### src/rtl/uart_port_arbiter.sv
// Round-robin arbiter sharing one Avalon-MM UART master port between two byte clients.
// Each grant runs a STATUS poll, then one RX_BASE read or one TX_BASE write.
module uart_port_arbiter (
    input  logic        avm_clk,
    input  logic        avm_rst,
    output logic [4:0]  avm_address,
    output logic        avm_read,
    input  logic [31:0] avm_readdata,
    output logic        avm_write,
    output logic [31:0] avm_writedata,
    input  logic        avm_waitrequest,
    input  logic [1:0]  i_req,
    input  logic [1:0]  i_wr,
    input  logic [15:0] i_wdata,
    output logic [1:0]  o_done,
    output logic [7:0]  o_rdata
);

    localparam logic [4:0] RX_BASE     = 5'd0;
    localparam logic [4:0] TX_BASE     = 5'd4;
    localparam logic [4:0] STATUS_BASE = 5'd8;
    localparam int         TX_OK_BIT   = 6;
    localparam int         RX_OK_BIT   = 7;

    typedef enum logic [1:0] {
        S_IDLE = 2'd0,
        S_POLL = 2'd1,
        S_XFER = 2'd2,
        S_DONE = 2'd3
    } state_t;

    state_t      state_r;
    logic        grant_r;
    logic        last_r;
    logic        wr_r;
    logic [7:0]  byte_r;
    logic        grant_s;
    logic        ok_s;

    // Round-robin pick: on a tie, the requester not served last wins.
    always_comb begin
        grant_s = 1'b0;
        case (i_req)
            2'b01:   grant_s = 1'b0;
            2'b10:   grant_s = 1'b1;
            2'b11:   grant_s = ~last_r;
            default: grant_s = 1'b0;
        endcase
    end

    // Status readiness for the latched direction.
    always_comb begin
        if (wr_r) begin
            ok_s = avm_readdata[TX_OK_BIT];
        end else begin
            ok_s = avm_readdata[RX_OK_BIT];
        end
    end

    // Transaction FSM; all bus and client outputs are registered here.
    always_ff @(posedge avm_clk or posedge avm_rst) begin
        if (avm_rst) begin
            state_r       <= S_IDLE;
            grant_r       <= 1'b0;
            last_r        <= 1'b1;
            wr_r          <= 1'b0;
            byte_r        <= 8'h00;
            avm_address   <= STATUS_BASE;
            avm_read      <= 1'b0;
            avm_write     <= 1'b0;
            avm_writedata <= 32'h0000_0000;
            o_done        <= 2'b00;
            o_rdata       <= 8'h00;
        end else begin
            case (state_r)
                S_IDLE: begin
                    o_done <= 2'b00;
                    if (i_req != 2'b00) begin
                        grant_r     <= grant_s;
                        last_r      <= grant_s;
                        wr_r        <= i_wr[grant_s];
                        byte_r      <= grant_s ? i_wdata[15:8] : i_wdata[7:0];
                        avm_read    <= 1'b1;
                        avm_address <= STATUS_BASE;
                        state_r     <= S_POLL;
                    end
                end
                // Keep re-reading STATUS back to back until the needed bit is set.
                S_POLL: begin
                    if (!avm_waitrequest && ok_s) begin
                        if (wr_r) begin
                            avm_read      <= 1'b0;
                            avm_write     <= 1'b1;
                            avm_address   <= TX_BASE;
                            avm_writedata <= {24'h00_0000, byte_r};
                        end else begin
                            avm_read    <= 1'b1;
                            avm_address <= RX_BASE;
                        end
                        state_r <= S_XFER;
                    end
                end
                S_XFER: begin
                    if (!avm_waitrequest) begin
                        if (!wr_r) begin
                            o_rdata <= avm_readdata[7:0];
                        end
                        avm_read    <= 1'b0;
                        avm_write   <= 1'b0;
                        avm_address <= STATUS_BASE;
                        o_done      <= grant_r ? 2'b10 : 2'b01;
                        state_r     <= S_DONE;
                    end
                end
                S_DONE: begin
                    o_done  <= 2'b00;
                    state_r <= S_IDLE;
                end
                default: begin
                    avm_read    <= 1'b0;
                    avm_write   <= 1'b0;
                    avm_address <= STATUS_BASE;
                    o_done      <= 2'b00;
                    state_r     <= S_IDLE;
                end
            endcase
        end
    end

endmodule

### config.mk
export PLATFORM = sky130hd
export DESIGN_NAME = uart_port_arbiter
export DESIGN_NICKNAME = d
export VERILOG_FILES = /design/src/rtl/uart_port_arbiter.sv
export SDC_FILE = /design/constraint.sdc
export NUM_CORES = 1
export LEC_CHECK = 0
export CORE_MARGIN = 1
export CORE_UTILIZATION = 36
export CTS_BUF_LIST = sky130_fd_sc_hd__clkbuf_4 sky130_fd_sc_hd__clkbuf_8
export DETAILED_ROUTE_END_ITERATION = 8
export GPL_TIMING_DRIVEN = 1
export PLACE_DENSITY = 0.79
export SYNTH_ARGS = -nofsm -noshare
export SYNTH_HDL_FRONTEND = slang
export SYNTH_SLANG_ARGS = --single-unit
### constraint.sdc
create_clock -name avm_clk -period 1.8 [get_ports avm_clk]
set_input_delay 0.27 -clock avm_clk [delete_from_list [all_inputs] [get_ports avm_clk]]
set_output_delay 0.27 -clock avm_clk [all_outputs]
set_load 0.1 [all_outputs]
==> results.sh, run 1 <==
export IMPL_place_congestion=0.800
export IMPL_layout_setup_ws_ns=0.117
export IMPL_clock_root_buffer="clkbuf_8"
export IMPL_cts_buffers=5
export IMPL_placed_cells=287
export IMPL_syn_inst=156
export IMPL_dpl_hpwl_um=2640
export IMPL_crit_fanout=4
export IMPL_cp_arrival_ns=1.86
export IMPL_grt_antenna_before_repair=0
export IMPL_path_cells="inv_1, ha_1, o21a_1, a211oi_1, buf_4, mux2_2"
export IMPL_setup_tns_ns=0
export IMPL_reg2reg_from="state_r[0]"
export IMPL_setup_viol=0
export IMPL_cts_resized_gates=0
export IMPL_grt_overflow=0
export IMPL_r2r_slack_ns=0.12
export IMPL_n_antenna_cell=0
export IMPL_fin_skew_ns=0.00543
export IMPL_drt_iter0_drc=50
export IMPL_worst_r2r_endpoint="state_r[1]"
export IMPL_wl_per_cell_um=11.4
export IMPL_ctsHoldBuffers=0
export IMPL_final_nets=286
export IMPL_worst_setup_path_start_kind="flop"
export IMPL_status="completed"
export IMPL_die_area_um2=5350
export IMPL_num_vias=1310
export IMPL_final_antenna_net_count=0
export IMPL_htreeDepth=2
export IMPL_clkLatencyLatePin_ns=0.29
export IMPL_num_io_pins=104
export IMPL_die_height_um=73.2
export IMPL_cp_num_buf_inv=2
export IMPL_rows=25
export IMPL_worstPathRequired_ns=1.97
export IMPL_die_x_um=73.2
export IMPL_grt_pass1_wl_um=5670
export IMPL_syn_to_final_growth_pct=38.9
export IMPL_firstDrtPassIters=4
export IMPL_grt_usage_pct=14.4
export IMPL_yosys_warnings=0
export IMPL_cts_sinks=35
export IMPL_fin_cells=295
export IMPL_cap_violations=0
export IMPL_core_area_um2=4790
export IMPL_netlist_area_um2=1820
export IMPL_start_util_pct=38.1
export IMPL_avgViaCountPerCell=4.44
export IMPL_cts_max_path_buffers=2
export IMPL_max_stage_delay_ns=0.36
export IMPL_port_buffers=52
export IMPL_postCtsSetupRepairBufs=0
export IMPL_seq_area_frac_synth_pct=48.2
export IMPL_worst_path_max_delay_cell="dfrtp_1"
export IMPL_cp_end_kind="flop"
export IMPL_dpl_worst_slack_ns=0.00552
export IMPL_fillers=427
export IMPL_ys_types=38
export IMPL_drt_total_wl_um=3370
export IMPL_hold_path_class="in2async"
export IMPL_post_route_drc_count=0
export IMPL_hold_viol=0
export IMPL_grt_pass1_vias=1290
export IMPL_post_route_cells_drive_above_1_share_pct=32.9
export IMPL_rsz0062_at_grt="no"
export IMPL_finalMaxSlewViolations=0
export IMPL_crit_cells=6
export IMPL_grt_max_degree=36
export IMPL_critPathTopFamily="compound AO/OA/AOI/OAI gates"
export IMPL_avgSynthCellArea_um2=11.7
export IMPL_ys_ff_latch=35
export IMPL_reg2reg_depth=6
export IMPL_max_clock_freq_mhz=594
export IMPL_cts_clk_slew_worst_paths_ns=0.07
export IMPL_period_share_pct=93.5
export IMPL_post_route_min_period_ns=1.68
export IMPL_critical_path_class="reg2reg"
export IMPL_cts_tree="done"
## state kept, by name, indices dropped and copies added, names as in the netlist
name           count
o_done             2
avm_write          1
grant_r            1
o_rdata            8
state_r            2
last_r             1
avm_writedata      8
avm_read           1
wr_r               1
avm_address        2
byte_r             8
## Yosys cell counts, drive strengths merged
cell type	n	area, µm²
a2111oi	1	15.0
nor2	1	3.75
o31ai	1	7.51
nor2b	1	6.26
a21boi	1	7.51
and2b	1	8.76
a21o	2	15.0
nor4	1	6.26
mux2i	13	130
o21a	1	7.51
a211o	1	8.76
conb	1	3.75
inv	4	15.0
nand2	10	37.5
a211oi	1	7.51
nand4b	1	15.0
ha	4	50.1
dfrtp	33	826
nor3b	2	20.0
nor3	1	5.00
a21oi	3	15.0
or3	1	6.26
mux2	19	214
clkbuf	2	8.75
o21ai	10	50.0
a32o	1	10.0
a22o	1	8.76
nand3	3	15.0
buf	30	224
nand2b	1	6.26
dfstp	2	52.6
a31oi	1	6.26
o31a	1	10.0
## worst reg2reg max path, delay by kind of cell (launching register included)
family / cells / cell delay, ns
muxes: 1 / 0.32
buffers and inverters: 2 / 0.25
adders and majority gates: 1 / 0.21
DFF: 1 / 0.36
AOI/OAI and AO/OA: 2 / 0.43
## worst max path at each step
stage / from / to
after floorplan: state_r[0] / state_r[1]
after global placement: avm_readdata[6] / avm_read
after detailed placement: avm_readdata[6] / avm_read
after CTS: state_r[1] / avm_read
after global routing: state_r[0] / o_rdata[1]
final: state_r[0] / state_r[1]
## metal layers
metal / track usage, % / routed length (µm) / share of wire [%] / vias up
met1: 16.1 / 1330 / 40 / 635
met2: 25.0 / 1820 / 54 / 37
met3: 4.56 / 154 / 4.6 / 6
met5: 0 / 0 / 0 / -
met4: 6.54 / 65 / 1.9 / 0
li1: - / - / - / 632
## cell usage in the layout (no fill, tap or decap), types with 2 or more instances in the layout
master,n
a21oi_1,3
inv_1,4
o21ai_0,9
dfrtp_1,33
clkbuf_8,5
a21o_1,2
mux2_2,19
buf_4,36
clkdlybuf4s50_1,30
ha_1,3
mux2i_1,13
buf_12,4
nand3_1,3
nand2_1,10
dfstp_2,2
conb_1,27
## cell type report
class                   instances  area, µm²  share of cell area [%]
clock buffers                   6       76.3                    3.01
multi-input cells             111        816                    32.2
clock inverters                 2       12.5                   0.494
well taps                      67       83.8                    3.31
repair buffers                 70        651                    25.7
inverters                       4       15.0                   0.593
flip-flops and latches         35        878                    34.7
## through the flow
stage | util (%) | hold WS [ns] | cell area, µm²
finish | 52.9 | 0.385 | 2530
CTS | 52.5 | 0.393 | 2510
global route | 52.9 | 0.432 | 2530
detailed placement | 50.6 | 0.467 | 2420
floorplan | - | 0.333 | 1920
global placement | 50.6 | 0.458 | 2420
## logic make-up (layout without fill, tap and decap cells)
family,Yosys count,after routing,synth area share [%]
multiplexers,32,32,18.9
AND/OR/NAND/NOR,23,23,7.14
adder cells (fa/ha/maj),4,4,2.75
AO/OA/AOI/OAI,25,25,9.27
buffers and inverters,36,82,13.6
flip-flops,35,35,48.2
other,1,27,0.206
Power of run 1 is not shown: default switching activity piles up to over one toggle a cycle in this logic, so the estimate is an artifact.
==> run 2: changes to the inputs <==
--- a/config.mk
+++ b/config.mk
@@ -5,12 +5,13 @@
 export SDC_FILE = /design/constraint.sdc
 export NUM_CORES = 1
 export LEC_CHECK = 0
+export CAP_MARGIN = 10
 export CORE_MARGIN = 1
-export CORE_UTILIZATION = 36
+export CORE_UTILIZATION = 40
 export CTS_BUF_LIST = sky130_fd_sc_hd__clkbuf_4 sky130_fd_sc_hd__clkbuf_8
 export DETAILED_ROUTE_END_ITERATION = 8
+export DONT_BUFFER_PORTS = 1
 export GPL_TIMING_DRIVEN = 1
-export PLACE_DENSITY = 0.79
 export SYNTH_ARGS = -nofsm -noshare
 export SYNTH_HDL_FRONTEND = slang
 export SYNTH_SLANG_ARGS = --single-unit
==> run 2 against run 1 <==
Compared with the run above: die area shrank 9.7%; flip-flop and latch count unchanged; worst setup slack got worse by 0.025 ns; via count down 11%; maximum frequency decreased by 1.5%; register-to-register slack got worse by 0.03 ns; critical path depth unchanged; cell area decreased by 16%; non-clock buffer count down 36.
==> results.sh, run 2 (same netlist as run 1, synthesis figures left out) <==
export IMPL_status="completed"
export IMPL_crit_fanout=4
export IMPL_hold_path_class="in2reg"
export IMPL_syn_to_final_growth_pct=17.2
export IMPL_largestRegisters="avm_writedata (8), byte_r (8), o_rdata (8)"
export IMPL_worst_slew_pin_slew_ns=0.912
export IMPL_final_cell_mix="dfrtp_1 (33), buf_4 (33), conb_1 (27)"
export IMPL_setup_viol=0
export IMPL_die_area_um2=4830
export IMPL_num_io_pins=104
export IMPL_place_congestion=0.768
export IMPL_htreeDepth=2
export IMPL_max_clock_freq_mhz=586
export IMPL_reg2reg_from="state_r[1]"
export IMPL_drt_total_wl_um=3280
export IMPL_fin_skew_ns=0.00522
export IMPL_cts_max_path_buffers=2
export IMPL_cts_clk_slew_worst_paths_ns=0.07
export IMPL_cp_end_kind="flop"
export IMPL_dpl_hpwl_um=2560
export IMPL_setup_tns_ns=0
export IMPL_reg2reg_depth=6
export IMPL_n_antenna_cell=0
export IMPL_core_area_um2=4350
export IMPL_firstDrtPassIters=4
export IMPL_avgViaCountPerCell=4.79
export IMPL_path_cells="inv_1, ha_1, o21a_1, a211oi_1, buf_4, mux2_2"
export IMPL_max_stage_delay_ns=0.40
export IMPL_period_share_pct=94.9
export IMPL_grt_overflow=0
export IMPL_worstPathRequired_ns=1.97
export IMPL_grt_pass1_vias=1150
export IMPL_cts_buffers=5
export IMPL_cap_violations=0
export IMPL_grt_pass1_wl_um=5270
export IMPL_cp_arrival_ns=1.88
export IMPL_grt_antenna_before_repair=0
export IMPL_final_antenna_net_count=0
export IMPL_clkLatencyLatePin_ns=0.28
export IMPL_wl_per_cell_um=13.5
export IMPL_cts_sinks=35
export IMPL_finalMaxSlewViolations=0
export IMPL_setup_worst_path_end="state_r[1]"
export IMPL_post_route_min_period_ns=1.71
export IMPL_rows=24
export IMPL_worst_setup_path_start_kind="flop"
export IMPL_critPathTopFamily="compound AO/OA/AOI/OAI gates"
export IMPL_post_route_cells_drive_above_1_share_pct=37.5
export IMPL_cts_tree="done"
export IMPL_final_util_pct=49.1
export IMPL_port_buffers=0
export IMPL_die_height_um=69.5
export IMPL_worst_r2r_endpoint="state_r[1]"
export IMPL_post_route_drc_count=0
export IMPL_start_util_pct=41.9
export IMPL_relSlewSlack_pct=39.2
export IMPL_drt_iter0_drc=32
export IMPL_r2r_slack_ns=0.09
export IMPL_worst_path_max_delay_cell="dfrtp_1"
export IMPL_num_vias=1168
export IMPL_critical_path_class="reg2reg"
export IMPL_rsz0062_at_grt="no"
export IMPL_crit_path_start="state_r[1]"
export IMPL_clock_root_buffer="clkbuf_8"
export IMPL_grt_usage_pct=14.4
export IMPL_crit_cells=6
export IMPL_cp_num_buf_inv=2
export IMPL_final_nets=250
export IMPL_die_x_um=69.5
export IMPL_hold_viol=0
export IMPL_grt_max_degree=18
-- run 2: cell count changes in the layout (fill, tap and decap cells not counted), sizes merged --
cell	before	now
clkbuf	6	7
buf	40	33
clkdlybuf4s50	30	0
clkinvlp	1	0
dlygate4sd3	0	1
-- run 2: stage by stage --
stage          instances  hold WS [ns]  setup WS (ns)  cell area [µm²]
2_1_floorplan        182         0.333          0.122             1920
3_3_place_gp         235         0.279         0.0890             2000
3_5_place_dp         235         0.298         0.0642             2000
4_1_cts              244        0.0363         0.0413             2110
5_1_grt              244        0.0457        0.00685             2140
6_report             244        0.0485         0.0921             2140
-- run 2: worst min-delay path by stage --
stage | end | from | depth (start not counted) | slack (ns)
floorplan | last_r | i_req[0] | 1 | 0.33
global placement | wr_r | avm_rst | 1 | 0.28
detailed placement | state_r[0] | avm_rst | 1 | 0.30
CTS | last_r | i_req[0] | 1 | 0.04
global route | last_r | i_req[0] | 1 | 0.05
finish | last_r | i_req[0] | 1 | 0.05
-- run 2: layer usage --
layer	GRT usage [%]	part of all wire, %	up-vias
met3	5.67	6.9	5
met1	16.4	41	559
li1	-	-	561
met5	0	0	-
met2	24.4	51	43
met4	5.44	1.5	0
-- run 2: worst reg2reg max path: cells and delay by family, from the launching register on --
kind	cells	cell delay (ns)
compound gates	2	0.41
flops	1	0.40
mux	1	0.32
buf+inv	2	0.24
fa+ha+maj	1	0.22
-- run 2: layout make-up --
cell class / count / area (µm²)
clock buffers: 7 / 90.1
clock inverters: 1 / 5.00
fillers: 398 / 2220
inverters: 4 / 15.0
multi-input cells: 111 / 825
flip-flops and latches: 35 / 878
well taps: 52 / 65.1
repair buffers: 34 / 258
-- run 2: what timing repair did --
item,in CTS,in global routing
setup endpoints to repair,0,15
gates resized for setup,0,7
hold buffers,1,0
buffers inserted,0,0
hold endpoints to repair,13,0
Power of run 2 is left out for the same reason.
==> run 3: changes to the inputs <==
--- a/config.mk
+++ b/config.mk
@@ -8,7 +8,8 @@
 export CAP_MARGIN = 10
 export CORE_MARGIN = 1
 export CORE_UTILIZATION = 40
-export CTS_BUF_LIST = sky130_fd_sc_hd__clkbuf_4 sky130_fd_sc_hd__clkbuf_8
+export CTS_BUF_LIST = sky130_fd_sc_hd__clkbuf_8
+export CTS_CLUSTER_SIZE = 28
 export DETAILED_ROUTE_END_ITERATION = 8
 export DONT_BUFFER_PORTS = 1
 export GPL_TIMING_DRIVEN = 1
==> run 3 against run 2 <==
Compared with the run above: maximum frequency decreased by 0.14%; cell count stayed put; largest cell class unchanged; sequential share of layout area rose by 0.073 points; flip-flop and latch count unchanged; die area stayed put; critical path depth did not move; worst hold slack got worse by 0.0011 ns; register-to-register slack is essentially flat.
==> results.sh, run 3 (same netlist as run 1, synthesis figures left out) <==
export IMPL_status="completed"
export IMPL_core_area_um2=4350
export IMPL_htreeDepth=2
export IMPL_rsz0062_at_grt="no"
export IMPL_register_area_um2=878
export IMPL_relSlewSlack_pct=39.2
export IMPL_wl_met2_um=1660
export IMPL_setup_viol=0
export IMPL_top_layer="met4"
export IMPL_worstPathRequired_ns=1.97
export IMPL_start_util_pct=41.9
export IMPL_critical_path_class="reg2reg"
export IMPL_max_stage_delay_ns=0.40
export IMPL_avgViaCountPerCell=4.77
export IMPL_die_height_um=69.5
export IMPL_fillers=399
export IMPL_syn_to_final_growth_pct=17.0
export IMPL_grt_pass1_wl_um=5260
export IMPL_die_x_um=69.5
export IMPL_setup_tns_ns=0
export IMPL_cts_buffers=5
export IMPL_post_route_cells_drive_above_1_share_pct=37.0
export IMPL_grt_overflow=0
export IMPL_cp_arrival_ns=1.88
export IMPL_hold_path_class="in2reg"
export IMPL_finalMaxSlewViolations=0
export IMPL_final_cell_mix="dfrtp_1 (33), buf_4 (33), conb_1 (27)"
export IMPL_clkLatencyLatePin_ns=0.28
export IMPL_hold_viol=0
export IMPL_drt_met1_wl_um=1340
export IMPL_multi_input_area_um2=825
export IMPL_n_antenna_cell=0
export IMPL_wl_met3_um=225
export IMPL_final_nets=250
export IMPL_place_congestion=0.768
export IMPL_die_area_um2=4830
export IMPL_grt_antenna_before_repair=0
export IMPL_num_vias=1163
export IMPL_final_util_pct=49.0
export IMPL_wl_per_cell_um=13.4
export IMPL_grt_pass1_vias=1151
export IMPL_period_share_pct=95.0
export IMPL_cp_end_kind="flop"
export IMPL_cts_tree="done"
export IMPL_post_route_min_period_ns=1.71
export IMPL_fin_skew_ns=0.00559
export IMPL_drt_total_wl_um=3270
export IMPL_final_antenna_net_count=0
export IMPL_cts_clk_slew_worst_paths_ns=0.07
export IMPL_clock_root_buffer="clkbuf_8"
export IMPL_rows=24
export IMPL_crit_fanout=4
export IMPL_postCtsSetupRepairBufs=0
export IMPL_post_route_drc_count=0
export IMPL_worst_setup_path_start_kind="flop"
export IMPL_path_cells="inv_1, ha_1, o21a_1, a211oi_1, buf_4, mux2_2"
export IMPL_max_clock_freq_mhz=585
export IMPL_grt_usage_pct=14.4
export IMPL_cap_violations=0
export IMPL_num_io_pins=104
export IMPL_port_buffers=0
export IMPL_firstDrtPassIters=4
export IMPL_cts_sinks=35
export IMPL_grt_max_degree=18
export IMPL_dpl_hpwl_um=2560
export IMPL_largestRegisters="avm_writedata (8), byte_r (8), o_rdata (8)"
export IMPL_worst_path_max_delay_cell="dfrtp_1"
export IMPL_drt_iter0_drc=36
export IMPL_worst_slew_pin_slew_ns=0.912
export IMPL_cts_max_path_buffers=2
==> run 3: final timing paths <==
path | slack (ns) | cells after the start | startpoint | end
worst max register to register | 0.09 | 6 | state_r[1] | state_r[1]
worst max-delay path | 0.09 | 6 | state_r[1] | state_r[1]
worst min-delay path | 0.05 | 1 | i_req[0] | last_r
min in group asynchronous | 0.52 | 2 | avm_rst | wr_r
worst min register to register | 0.48 | 2 | byte_r[1] | byte_r[1]
max in group asynchronous | 0.67 | 3 | avm_rst | avm_writedata[5]
==> run 3: final cells by class <==
cell class / instances / area share [%]
clock inverter: 2 / 0.411
sequential: 35 / 41.2
timing repair buffer: 34 / 12.1
multi-input combinational: 111 / 38.7
clock buffer: 6 / 3.87
tap: 52 / 3.05
inverter: 4 / 0.704
==> run 3: repair_timing <==
item,4_1_cts,5_1_grt
gates resized for setup,0,7
hold endpoints to repair,13,0
setup endpoints to repair,0,15
hold buffers,1,0
==> run 3: routing by layer <==
layer  track usage, %  vias to the layer above
met2             24.3                       43
met4             5.44                        0
met1             16.4                      555
met5                0                        -
li1                 -                      560
met3             5.67                        5
==> run 3: worst max-delay path, delay by kind of cell (launching register included) <==
kind	cells	cell delay, ns
AO/OA/AOI/OAI	2	0.41
flip-flops	1	0.40
multiplexers	1	0.32
buffers and inverters	2	0.24
adder cells (fa/ha/maj)	1	0.22
==> run 3: per-stage QoR <==
| stage | cells | cell area [µm²] | hold slack (ns) | setup slack [ns] |
|---|---|---|---|---|
| after floorplan | 182 | 1920 | 0.333 | 0.122 |
| after global placement | 235 | 2000 | 0.279 | 0.0890 |
| after detailed placement | 235 | 2000 | 0.298 | 0.0642 |
| after CTS | 244 | 2100 | 0.0333 | 0.0408 |
| after global routing | 244 | 2130 | 0.0449 | 0.00686 |
| final | 244 | 2130 | 0.0473 | 0.0898 |
Power of run 3 is left out for the same reason.
